## src/rtl/mem_port_arbiter.sv

```systemverilog
// Two-port (fetch / data) arbiter in front of a single valid/ready memory port.
// One transaction is in flight at a time; data wins unless it has hogged the port for MAX_DM_BURST grants.
module mem_port_arbiter #(
    parameter int MAX_DM_BURST = 4
) (
    input  logic        clk,
    input  logic        rst,
    input  logic        if_req,
    input  logic [31:0] if_addr,
    output logic        if_done,
    output logic [31:0] if_rdata,
    input  logic        dm_req,
    input  logic        dm_we,
    input  logic [31:0] dm_addr,
    input  logic [31:0] dm_wdata,
    input  logic [3:0]  dm_wmask,
    output logic        dm_done,
    output logic [31:0] dm_rdata,
    output logic        mem_req_valid,
    input  logic        mem_req_ready,
    output logic        mem_rw,
    output logic [31:0] mem_addr,
    output logic [31:0] mem_wdata,
    output logic [3:0]  mem_wmask,
    input  logic        mem_resp_valid,
    input  logic [31:0] mem_resp_data,
    output logic        stall
);

    localparam int SW = $clog2(MAX_DM_BURST + 1);

    typedef enum logic [1:0] {IDLE, ISSUE, WAIT, DONE} state_t;

    state_t        state_reg, state_next;
    logic          grant_dm_reg;
    logic [SW-1:0] streak_reg, streak_next;
    logic          rw_reg;
    logic [31:0]   addr_reg;
    logic [31:0]   wdata_reg;
    logic [3:0]    wmask_reg;
    logic [31:0]   if_rdata_reg;
    logic [31:0]   dm_rdata_reg;

    logic take_grant;
    logic resp_capture;
    logic streak_full;
    logic dm_wins;

    // A pending fetch only overrides data once the data streak has saturated.
    assign streak_full = (streak_reg == SW'(MAX_DM_BURST));
    assign dm_wins     = dm_req & ~(streak_full & if_req);

    always_comb begin
        streak_next = streak_reg;
        if (dm_wins) begin
            if (!streak_full) begin
                streak_next = streak_reg + SW'(1);
            end
        end else begin
            streak_next = '0;
        end
    end

    always_comb begin
        state_next    = state_reg;
        take_grant    = 1'b0;
        resp_capture  = 1'b0;
        mem_req_valid = 1'b0;
        if_done       = 1'b0;
        dm_done       = 1'b0;
        case (state_reg)
            IDLE: begin
                if (if_req | dm_req) begin
                    take_grant = 1'b1;
                    state_next = ISSUE;
                end
            end
            ISSUE: begin
                mem_req_valid = 1'b1;
                if (mem_req_ready) begin
                    state_next = WAIT;
                end
            end
            WAIT: begin
                if (mem_resp_valid) begin
                    resp_capture = 1'b1;
                    state_next   = DONE;
                end
            end
            DONE: begin
                if_done    = ~grant_dm_reg;
                dm_done    = grant_dm_reg;
                state_next = IDLE;
            end
            default: state_next = IDLE;
        endcase
    end

    always_ff @(posedge clk) begin
        if (!rst) begin
            state_reg    <= IDLE;
            grant_dm_reg <= 1'b0;
            streak_reg   <= '0;
            rw_reg       <= 1'b0;
            addr_reg     <= '0;
            wdata_reg    <= '0;
            wmask_reg    <= '0;
            if_rdata_reg <= '0;
            dm_rdata_reg <= '0;
        end else begin
            state_reg <= state_next;
            if (take_grant) begin
                grant_dm_reg <= dm_wins;
                streak_reg   <= streak_next;
                if (dm_wins) begin
                    rw_reg    <= dm_we;
                    addr_reg  <= dm_addr;
                    wdata_reg <= dm_wdata;
                    wmask_reg <= dm_wmask;
                end else begin
                    rw_reg    <= 1'b0;
                    addr_reg  <= if_addr;
                    wdata_reg <= '0;
                    wmask_reg <= '0;
                end
            end
            // Store responses complete the handshake but carry no load data.
            if (resp_capture) begin
                if (!grant_dm_reg) begin
                    if_rdata_reg <= mem_resp_data;
                end else if (!rw_reg) begin
                    dm_rdata_reg <= mem_resp_data;
                end
            end
        end
    end

    assign mem_rw    = rw_reg;
    assign mem_addr  = addr_reg;
    assign mem_wdata = wdata_reg;
    assign mem_wmask = wmask_reg;
    assign if_rdata  = if_rdata_reg;
    assign dm_rdata  = dm_rdata_reg;
    assign stall     = (if_req & ~if_done) | (dm_req & ~dm_done);

endmodule

```

## config.mk

```make
export PLATFORM = sky130hd
export DESIGN_NAME = mem_port_arbiter
export DESIGN_NICKNAME = d
export VERILOG_FILES = /design/src/rtl/mem_port_arbiter.sv
export SDC_FILE = /design/constraint.sdc
export NUM_CORES = 1
export LEC_CHECK = 0
export BUFFER_PORTS_ARGS = -buffer_cell sky130_fd_sc_hd__clkbuf_2
export CORE_ASPECT_RATIO = 1.1
export CORE_MARGIN = 10
export CORE_UTILIZATION = 29
export CTS_CLUSTER_DIAMETER = 120
export DETAILED_ROUTE_END_ITERATION = 10
export SLEW_MARGIN = 20
export SYNTH_ARGS = -nofsm -noshare
export SYNTH_HDL_FRONTEND = slang
export SYNTH_SLANG_ARGS = --single-unit
```

## constraint.sdc

```tcl
create_clock -name clk -period 2.61 [get_ports clk]
set_input_delay 0 -clock clk [delete_from_list [all_inputs] [get_ports clk]]
set_output_delay 0 -clock clk [all_outputs]
set_load 0.1 [all_outputs]
```

---- Yosys cells after proc, flatten, opt, wreduce, memory -nomap -nowiden ----
Index checks and enable logic that the tools add are counted.
operators by class
  add/subtract/negate cells ............... 1
  equal/unequal tests ..................... 8
  mux-type cells .......................... 17
  bitwise gates (word level) .............. 11
  reduce and logical (&&, ||, !) cells .... 5
operators by type and width
  cell                 count
  $mux 32              2
  $mux 1               8
  $ne 2x2->1 const B   4
  $pmux 2 s4           1
  $mux 2               3
  $mux 3               2
  $reduce_and 3->1     2
  $not 1->1            5
  $and 1x1->1          4
  $eq 2x2->1 const B   2
  $mux 4               1
  $reduce_and 2->1     2
  $add 3x1->3 const B  1
  $eq 3x3->1 const B   1
  $eq 2x1->1 const B   1
  $logic_not 2->1      1
  $or 1x1->1           2
storage, ports and cells
  bits in registers ....................... 139
  input bits .............................. 139
  output and inout port bits .............. 137
  word-level logic and storage cells ...... 51

---- Longest topological paths before layout ----
  depth after elaboration ................. 6
  mapped depth ............................ 8
  depth with buffers taken out ............ 6

---- Least setup slack after synthesis ----
No wires, ideal clock.
  path type ............................... reg2out
  from .................................... register state_reg[0]
  to ...................................... output port stall
  arrival ................................. 2.770 ns
  required time ........................... 2.610 ns
  setup slack ............................. -0.160 ns
  stages on the path, launching flop included .. 5
  buffers on the path ..................... 0
  path through ............................ dfxtp_1 -> ha_1 -> nor2b_1 -> nor2_1 -> a2bb2oi_1
between the ends
  longest elaborated chain between the ends .. 5
  elaborated cells on any way between the ends .. 8
  classes of those cells .................. 1 x eq/ne; 2 x mux; 5 x bitwise
RTL lines
  what                      RTL line  source
  start: declaration        34        state_t state_reg, state_next;
  start signal: assignment  111       state_reg <= state_next;
  $eq 2x2->1                71        case (state_reg)
  $mux 1                    71
  via if_done               10        output logic if_done,
  $not 1->1                 144       assign stall = (if_req & ~if_done) | (dm_req & ~dm_done);
  $and 1x1->1               144
  $or 1x1->1                144
  end: declaration          27        output logic stall
The timed path passes the listed nets, and every way through them passes these cells.

---- Worst setup path after layout ----
  from .................................... register state_reg[0]
  to ...................................... register addr_reg[24], in the netlist mem_addr[24]
between the ends
  longest elaborated chain between the ends .. 2
RTL lines
  what                    RTL line  source
  $logic_not 2->1         71
  $mux 1                  71
  end signal: assignment  117       addr_reg <= dm_addr;
  end signal: assignment  122       addr_reg <= if_addr;
  end: declaration        38        logic [31:0] addr_reg;
Every way passes these cells.
A chain may end at the register's enable or synchronous reset.

==> results.yml <==
run_status:
  status: "finished clean"
global_route:
  grt-ovfl-total: 0
  antenna_found_initial: 0
  grt_use_total_pct: 15.8
  grt_pass1_wl_um: 30800
  grt_pass1_vias: 5909
  grt_max_degree: 66
timing:
  timing.fmax_mhz: 415
  slew_headroom_pct: 61.3
  finalMaxSlewViolations: 0
  fin_crit_sh_pct: 92.2
  worst_slew_pin_slew_ps: 583
  fin_ws_ps: 203
  fin_setup_tns_ps: 0
  setup_viol: 0
  hold_ws_ps: 25.6
  rsz0062_at_grt: "no"
  hold_violations: 0
  skew_ps: 8.11
  period_needed_ps: 2410
pwr:
  vdd_drop_max_v: 0.000672
  pwr-share-clk_pct: 29.1
  switching_share_pct: 45.0
  power.share.combinational_pct: 42.4
  powerDensity_mw_per_mm2: 1050
  switchingPower_uw: 4170
  p_int_uw: 5100
  leakage_uw: 0.00402
  power.share.sequential_pct: 28.5
  total_power_uw: 9270
worst_hold_path:
  hold_class: "in -> reg"
synth:
  synth.yosys.warnings: 0
  synth_seq_cells: 139
  netlist_area_mm2: 0.00533
  synthSimpleGateAreaFrac_pct: 16.7
  syn_avg_cell_area_um2: 8.92
  synth_ff_type: "dfxtp_1"
  syn_nets: 742
  syn-instance-count: 597
  synthMuxAreaShare_pct: 0.188
  synth_edf_count: 0
  synthDistinctLibCells: 33
  seq_area_frac_synth_pct: 52.2
  synth_compound_area_share_pct: 23.5
  synth_top_family_by_area: "compound AO/OA/AOI/OAI gates"
  async_flop_share_pct: 0
  synthXorXnorAreaFrac_pct: 0
  yosys.area_share.adder_pct: 1.41
clock_network:
  cts-buffers-inserted: 17
  cts_buffer_depth: 2
  cts.htree.levels: 4
  clk-insertion-delay-late_ps: 410
  path_clk_slew_ps: 60
  cts_sinks: 139
  cts_tree: "built"
  cts_root_buffer: "clkbuf_16"
  cts_resized: 0
cells_and_area:
  syn_to_final_growth_pct: 65.2
  design_area_mm2: 0.00880
  antenna_cells: 0
  fin_nets: 1133
  final_layout_size_suffix_gt1_share_pct: 32.4
routing:
  wl_per_cell_um: 15.8
  drtPass1Iterations: 4
  via_per_inst: 4.57
  ant_nets: 0
  routed_wl_um: 19500
  drc: 0
  drt_iter0_drc: 206
  vias: 5659
worst_setup_path:
  r2r-start: "state_reg[0]"
  reg2reg_to: "mem_addr[24]"
  cp_max_fo: 65
  reg2reg_depth: 7
  crit_arrival_ps: 2770
  end_kind: "flip-flop"
  crit_path_start: "state_reg[0]"
  r2r_setup_slack_ps: 200
  crit_type: "reg -> reg"
  cp-start-kind: "flip-flop"
  crit_end: "mem_addr[24]"
  cp_data_required_time_ps: 2970
floorplan:
  die_y_um: 162
  core_area_mm2: 0.0179
  start_util_pct: 29.8
  rows: 51
  die_area_mm2: 0.0242
  fp.dieW_um: 149
  pin_count: 276
placed_design:
  place_congestion: 0.744
  dp_hpwl_um: 13000
  postPlaceCellArea_mm2: 0.00680
  dp_slack_ps: 804
  portBuffers: 275
flow_run:
  maxCapViolations: 0
cell type report:
class,instances,area [um2]
clock buffers,22,474
fillers,1664,9060
multi-input cells,404,2240
inverters,6,22.5
well taps,238,298
repair buffers,420,2800
clock inverters,10,185
flip-flops and latches,139,2780
worst max-delay path, stage by stage (launching register included):
cell and delay, ps:
dfxtp_1 340, inv_1 90, ha_1 310, o21a_2 200
buf_4 460, o21ai_0 150, a31oi_1 180, dlygate4sd3_1 570
worst min-delay path by stage:
stage	startpoint	endpoint	slack, ps	depth (start not counted)
global placement	dm_wdata[8]	mem_wdata[8]	220	2
global route	dm_req	streak_reg[2]	60	3
finish	dm_req	streak_reg[2]	30	3
CTS	dm_req	streak_reg[2]	6	3
detailed placement	dm_wdata[9]	mem_wdata[9]	220	2
floorplan	dm_we	mem_rw	130	1
cells in the mapped netlist (3+ instances only):
| library cell | number | area share, % |
|---|---|---|
| a21boi_0 | 23 | 3.2 |
| a21boi_1 | 42 | 5.9 |
| a22o_1 | 37 | 6.1 |
| a31oi_1 | 32 | 3.8 |
| and2_1 | 3 | 0.35 |
| buf_2 | 19 | 1.8 |
| buf_6 | 11 | 2.3 |
| clkbuf_1 | 16 | 1.1 |
| dfxtp_1 | 139 | 52 |
| ha_1 | 6 | 1.4 |
| inv_1 | 6 | 0.42 |
| nand2_1 | 195 | 14 |
| nand3_1 | 3 | 0.28 |
| nor2_1 | 4 | 0.28 |
| nor2b_1 | 9 | 1.1 |
| o21ai_0 | 33 | 3.1 |
cell usage in the layout (no fill, tap or decap), drive strengths merged, types with 2 or more instances in the layout:
cell	netlist	layout
a21boi	65	65
a21oi	2	2
a22o	37	37
a31oi	32	32
and2	3	3
buf	32	11
bufinv	0	5
clkbuf	16	297
clkinv	0	2
dfxtp	139	139
dlygate4sd3	0	134
ha	6	6
inv	6	8
nand2	196	196
nand3	3	3
nor2	5	5
nor2b	9	9
o21ai	33	33
power groups by stage:
stage          Sequential [uW]  Clock [uW]  Combinational (uW)
6_report                  2640        2700                3930
5_1_grt                   2680        2860                4120
4_1_cts                   2640        2770                3930
3_5_place_dp              2670           0                3590
2_1_floorplan             4820           0                 869
3_3_place_gp              2670           0                3580
cells by family after synthesis:
group,count (synthesis)
AO/OA/AOI/OAI,177
multiplexers,1
flip-flops,139
adder cells (fa/ha/maj),6
buffers and inverters,54
AND/OR/NAND/NOR,220
timing repair:
item	4_1_cts	5_1_grt
buffers inserted	0	0
hold buffers	134	0
endpoints found under the hold margin	134	0
endpoints found under the setup margin	0	0
per-layer routing:
metal | track usage [%] | up-vias | part of all wire [%]
met5 | 0 | - | 0
met4 | 6.21 | 0 | 2.7
met2 | 26.0 | 230 | 47
li1 | - | 2812 | -
met3 | 6.86 | 33 | 9.4
met1 | 17.4 | 2584 | 41
per-stage QoR:
stage / std cells / util, %
finish: 1239 / 49.3
global route: 1239 / 49.3
CTS: 1239 / 49.3
detailed placement: 1073 / 38.1
global placement: 1073 / 38.1
floorplan: 597 / -
No activity file was read; power rests on OpenSTA's default activity.
